**config.mk**
```make
export PLATFORM = sky130hd
export DESIGN_NAME = clock_gen_mux
export DESIGN_NICKNAME = d
export VERILOG_FILES = /design/src/rtl/clock_gen_mux.sv
export SDC_FILE = /design/constraint.sdc
export NUM_CORES = 1
export LEC_CHECK = 0
export CORE_UTILIZATION = 55
export CTS_CLUSTER_SIZE = 25
export DETAILED_ROUTE_END_ITERATION = 6
export GPL_TIMING_DRIVEN = 0
export PLACE_DENSITY = 0.85
export SLEW_MARGIN = 20
export SYNTH_ARGS = -nofsm -noshare
export SYNTH_HDL_FRONTEND = slang
export SYNTH_SLANG_ARGS = --single-unit
```
**constraint.sdc**
```tcl
create_clock -name clock -period 4.08 [get_ports clock]
set_input_delay 1.02 -clock clock [delete_from_list [all_inputs] [get_ports clock]]
set_output_delay 1.02 -clock clock [all_outputs]
set_load 0.05 [all_outputs]
```
**src/rtl/clock_gen_mux.sv**
```systemverilog
// clock_gen_mux: clock-management path modelled as clock-enable strobes.
// Produces a fractional-rate enable (CLKFX_MULTIPLY / CLKFX_DIVIDE), a
// glitch-free run/step selected game enable, a lock indicator and a
// held-off downstream reset.
// Optional feature macro: CLOCK_GEN_MUX_CLKDV_EN adds the CLKDV_DIVIDE
// parameter and the clkdv_enable integer-divided strobe.
module clock_gen_mux #(
  parameter int CLKFX_MULTIPLY = 2,
  parameter int CLKFX_DIVIDE   = 6,
  parameter int LOCK_CYCLES    = 16
`ifdef CLOCK_GEN_MUX_CLKDV_EN
  ,
  parameter int CLKDV_DIVIDE   = 3
`endif
) (
  input  logic clock,
  input  logic reset,
  input  logic step_enable,
  input  logic step_level,
  output logic fx_enable,
  output logic game_enable,
  output logic sel_active,
  output logic locked,
  output logic reset_out
`ifdef CLOCK_GEN_MUX_CLKDV_EN
  ,
  output logic clkdv_enable
`endif
);

  localparam int ACC_W  = $clog2(CLKFX_DIVIDE) + 1;
  localparam int LOCK_W = $clog2(LOCK_CYCLES + 1);
  localparam logic [ACC_W-1:0]  M_VAL     = ACC_W'(CLKFX_MULTIPLY);
  localparam logic [ACC_W-1:0]  D_VAL     = ACC_W'(CLKFX_DIVIDE);
  localparam logic [LOCK_W-1:0] LOCK_LAST = LOCK_W'(LOCK_CYCLES - 1);

  logic [LOCK_W-1:0] lock_count;
  logic              lock_next;
  logic [ACC_W-1:0]  acc;
  logic [ACC_W-1:0]  acc_sum;
  logic              fx_hit;
  logic              step_meta;
  logic              step_sync;
  logic              step_sync_d;
  logic              step_pulse;
  logic              sel_meta;
  logic              sel_req;
  logic              sel_idle;

  // Lock is reached on the edge where the post-reset cycle count hits LOCK_CYCLES.
  always_comb begin
    lock_next = locked | (lock_count == LOCK_LAST);
  end

  // Lock counter; reset_out is registered from the same next-lock value so both move together.
  always_ff @(posedge clock or posedge reset) begin
    if (reset) begin
      lock_count <= '0;
      locked     <= 1'b0;
      reset_out  <= 1'b1;
    end else begin
      if (!locked) begin
        lock_count <= lock_count + LOCK_W'(1);
      end
      locked    <= lock_next;
      reset_out <= !lock_next;
    end
  end

  // Next accumulator value and whether it wraps past the divisor this cycle.
  always_comb begin
    acc_sum = acc + M_VAL;
    fx_hit  = (acc_sum >= D_VAL);
  end

  // Fractional accumulator: one strobe per wrap, so M strobes per D locked cycles.
  always_ff @(posedge clock or posedge reset) begin
    if (reset) begin
      acc       <= '0;
      fx_enable <= 1'b0;
    end else if (locked) begin
      acc       <= fx_hit ? (acc_sum - D_VAL) : acc_sum;
      fx_enable <= fx_hit;
    end else begin
      fx_enable <= 1'b0;
    end
  end

  // Step switch: 2-FF synchronizer followed by a registered rising-edge detector.
  always_ff @(posedge clock or posedge reset) begin
    if (reset) begin
      step_meta   <= 1'b0;
      step_sync   <= 1'b0;
      step_sync_d <= 1'b0;
      step_pulse  <= 1'b0;
    end else begin
      step_meta   <= step_level;
      step_sync   <= step_meta;
      step_sync_d <= step_sync;
      step_pulse  <= step_sync & ~step_sync_d;
    end
  end

  // The select may only move when neither source has a strobe in flight.
  always_comb begin
    sel_idle = !fx_enable && !step_pulse;
  end

  // Select synchronizer, idle-slot select update and the registered selected enable.
  always_ff @(posedge clock or posedge reset) begin
    if (reset) begin
      sel_meta    <= 1'b0;
      sel_req     <= 1'b0;
      sel_active  <= 1'b0;
      game_enable <= 1'b0;
    end else begin
      sel_meta <= step_enable;
      sel_req  <= sel_meta;
      if (sel_idle) begin
        sel_active <= sel_req;
      end
      game_enable <= locked & (sel_active ? step_pulse : fx_enable);
    end
  end

`ifdef CLOCK_GEN_MUX_CLKDV_EN
  localparam int DV_W = $clog2(CLKDV_DIVIDE);
  localparam logic [DV_W-1:0] DV_LAST = DV_W'(CLKDV_DIVIDE - 1);

  logic [DV_W-1:0] dv_count;

  // Integer divider: modulo counter over locked cycles, strobing on its last count.
  always_ff @(posedge clock or posedge reset) begin
    if (reset) begin
      dv_count     <= '0;
      clkdv_enable <= 1'b0;
    end else if (locked) begin
      dv_count     <= (dv_count == DV_LAST) ? '0 : (dv_count + DV_W'(1));
      clkdv_enable <= (dv_count == DV_LAST);
    end else begin
      clkdv_enable <= 1'b0;
    end
  end
`endif

endmodule

```
# After elaboration in Yosys (flattened, before gate mapping)
# Cells that the tools add are included.
# totals
in_bits	4
reg_bits	20
# op_classes
eq_ne	1
n_bitwise	4
magnitude_cmp	1
mux	3
n_addsub	3
reduce_logical	4
# op_table
operator	n
adder 5 x 1 -> 5 bit (second input constant)	1
equality test 5 x 4 -> 1 bit (second input constant)	1
adder 4 x 2 -> 4 bit (second input constant)	1
greater-or-equal comparator 4 x 3 -> 1 bit (second input constant)	1
2-to-1 mux 4 bit	1
subtractor 4 x 3 -> 4 bit (second input constant)	1
logical NOT 1 bit	3
AND 1 bit	2
2-to-1 mux 1 bit	2
logical AND 1 bit	1
inverter 1 bit	1
OR 1 bit	1

# Depth between registers and ports, before layout
# logic_depth
ltp_word	3
depth_mapped	6
ltp_nobuf	6

# Worst setup path before layout
# Ideal clock, no wire load.
# synth_timing
kind	register to register
from	reg acc[1]
to	reg acc[1]
setup_slack_ns	2.320
n_path_buf	0
setup_time_ns	0.125
stages_incl_launch_ff	7
t_arrival_ns	1.635
required_time_ns	3.955
path_cell_list	dfrtp_1 ha_1 xor2_2 inv_1 ha_1 nor3b_2 mux2_4
# synth_via
elab_chain_len	3
# synth_rtl
item	line_no	text
from (decl)	39	logic [ACC_W-1:0] acc;
from (signal assigned)	82	acc <= fx_hit ? (acc_sum - D_VAL) : acc_sum;
adder 4 x 2 -> 4 bit (*)	72	acc_sum = acc + M_VAL;
subtractor 4 x 3 -> 4 bit / greater-or-equal comparator 4 x 3 -> 1 bit (equally long branches)	82, 73	
2-to-1 mux 4 bit (*)	82	
# Every way passes the cells marked *; elsewhere a longest branch is shown, timed or not.
# A chain may end at the register's enable or synchronous reset.

# Worst setup path after layout
# layout_timing
from	reg reset_out
to	out reset_out
# layout_lines
item	line_no	text
from (decl)	24	output logic reset_out
from (signal assigned)	66	reset_out <= !lock_next;
# No word-level cell between the ends.

==> summary.md <==
| Metric | Value |
|---|---|
| Initial core utilization | 0.595 |
| Post-place instance area | 873 sq um |
| Sequential area share after synthesis | 0.616 |
| Die area | 1560 sq um |
| Max cap viols | 0 |
| Final setup TNS | 0 ps |
| Yosys warnings | 0 |
| Clock Sinks | 19 |
| Avg Inst Size Synth | 13.4 sq um |
| Worst skew pair latency | 280 ps |
| Largest net degree at the start of global routing | 20 |
| CTS clk-pin slew, worst paths | 100 ps |
| Detailed-route via count | 435 |
| Run status | finished clean |
| Drt pass-1 iters | 2 |
| Share of the synthesized area in the top cell type | 0.582 |
| Layout cells sized above 1 | 0.157 |
| Synth Instances | 58 |
| Worst slew pin tran | 670 ps |
| CTS buffer count | 3 |
| Yosys cell types | 23 |
| Root Buffer | clkbuf_4 |
| Vias in the first global route | roughly 420 |
| Setup crit end kind | output pin |
| Placer Congestion | approximately 0.76 |
| CTS tree | yes |
| Final Cell Area | 900 sq um |
| Clock skew | 3.93 ps |
| Slew Viols, Final | 0 |
| Final Net Count | 80 |
| Tmin final | 2620 ps |
| Antenna Violating Nets Remaining | 0 |
| Leakage power | 0.453 nW |
| Max clock buf depth | 2 |
| Remaining DRCs | 0 |
| CP Buf/Inv Count | 1 |
| Worst-path cell chain | clkdlybuf4s50_1 |
| Commonest non-fill, non-tap cells in the layout | dfrtp_1 (18), clkdlybuf4s50_1 (8), inv_1 (6) |
| Largest area contributor in the netlist | dfrtp_1 |
| Worst IR Drop VDD | 0.000196 V |
| IO buf count | 8 |
| GR Util met3 | 0.0511 |
| Slowest cell on the critical path | clkdlybuf4s50_1 |
| Leading cell type in the layout, fill and taps excluded | dfrtp_1 |
| Worst hold margin | 367 ps |
| CP arrival | 1600 ps |
| ANT cells | 0 |
| Met2 global-route usage | 0.299 |
| Hpwl dp | 848 microns |
| FMAX | 381 MHz |
| Slew HR | 0.553 |
| Rows | 13 |
| GRT Total Usage | 0.186 |
| Area Overhead vs Synth | 16.2% |
| Hold Fails Final Rpt | 0 |
| Initial drt markers | 4 |
| Initial antenna violation count | 0 |
| WL per Instance | approximately 13 microns |
| Number of fill cells in the layout | 109 |
| Largest stage delay, worst path | 790 ps |
| CTS H-tree lvls | 1 |
| Met1 usage | 0.232 |
| Critical path required time | 3060 ps |
| Die Wd | 39.5 microns |
| Final std cells w/o fill | 85 |
| Core Area | 1300 sq um |
| RSZ-0062 raised after global routing | no |
| Top cells by area, synth | dfrtp_1 (58%), ha_1 (8.1%), dfstp_2 (3.4%) |
| Final setup viols | 0 |
| Worst min path class | reg -> reg |
| Post-Syn Nets | 67 |
| Top fanout value on the critical path | 1 |
| Post-CTS sizing | 0 |
| Hold-fix buffers, CTS | 0 |
| Placed insts | 81 |
| Io pins | 9 |
| CP startpoint kind | register |
| R2R setup slack | 2180 ps |
| Routed WL | 1.09 mm |
| DIE HEIGHT | around 40 microns |
| Period utilization | 0.643 |
| Gr ovfl total | 0 |
| Critical path type | reg -> out |
| Post-Syn Area | roughly 770 sq um |
| Busiest layer in global routing | met2 |
| DR vias/cell | 5.12 |
| PwrDens | 333 nW/um^2 |
| First-pass GRT wire length | roughly 1.8 mm |
| CP delay by family, top | buffers and inverters |
| Synth Register Bits | 19 |
| # Post-CTS Setup Buffers | 0 |
## where the power goes
part           internal, W  total [W]  switching, W  leakage (nW)
sequential        0.000193   0.000194    0.00000194         0.232
combinational   0.00000631  0.0000159    0.00000962         0.206
clock            0.0000380  0.0000895     0.0000515        0.0150
## cells in the mapped netlist
cell type  instances
nor2b_1            4
xnor2_1            3
o21ai_0            2
o22a_1             1
dfrtp_1           18
dfstp_2            1
xor2_2             1
nand2_1            2
nor3b_2            1
mux2_2             2
nor3_1             1
nand4b_1           1
and3_1             1
buf_2              1
mux2i_1            1
mux2_4             1
o21a_1             1
inv_1              6
ha_1               5
or2_2              1
o22ai_1            1
nor2_1             2
nand2b_1           1
## cell families (layout without fill, tap and decap cells)
family,Yosys count,in the layout,share of synthesized area
and+or+nand+nor,14,14,0.110
DFF,19,19,0.616
adders and majority gates,5,5,0.0808
AOI/OAI and AO/OA,5,5,0.0420
buffers and inverters,7,19,0.0355
muxes,4,4,0.0614
xor gates and xnor gates,4,4,0.0549
## stage by stage
stage               worst slack [ps]   util  total power, W
detailed placement              1770  0.671        0.000215
floorplan                       2320      -        0.000207
CTS                             1440  0.691        0.000303
finish                          1460  0.691        0.000300
global route                    1410  0.691        0.000312
global placement                1790  0.671        0.000214
## final timing paths
check	startpoint	endpoint	depth (start not counted)
min in group asynchronous	reset	step_meta$_DFF_PP0_	2
max in group asynchronous	reset	step_sync$_DFF_PP0_	2
hold / removal	sel_meta$_DFF_PP0_	sel_req$_DFF_PP0_	0
setup reg to reg	acc[1]$_DFFE_PP0P_	acc[1]$_DFFE_PP0P_	6
setup / recovery	reset_out$_DFF_PP1_	reset_out	1
hold reg to reg	sel_meta$_DFF_PP0_	sel_req$_DFF_PP0_	0
## final cells by class
| class | instances | area (sq um) | share of cell area |
|---|---|---|---|
| sequential | 19 | 477 | 0.530 |
| timing repair buffer | 8 | 80.1 | 0.0890 |
| multi-input combinational | 32 | 270 | 0.300 |
| clock buffer | 4 | 26.3 | 0.0292 |
| buffer | 1 | 5.00 | 0.00556 |
| tap | 15 | 18.8 | 0.0209 |
| inverter | 6 | 22.5 | 0.0250 |
## state kept, by name, indices dropped and copies added, names as in the netlist
register / cells
sel_active: 1
step_pulse: 1
reset_out: 1
step_sync_d: 1
sel_meta: 1
acc: 3
game_enable: 1
step_sync: 1
lock_count: 5
fx_enable: 1
step_meta: 1
locked: 1
sel_req: 1
## metal layers
metal	part of all wire	up-vias	wire, microns
met4	0.0055	0	6
met1	0.44	213	485
met2	0.51	7	562
met3	0.035	2	38
met5	0	-	0
li1	-	213	-
(Power assumes the default switching activity.)
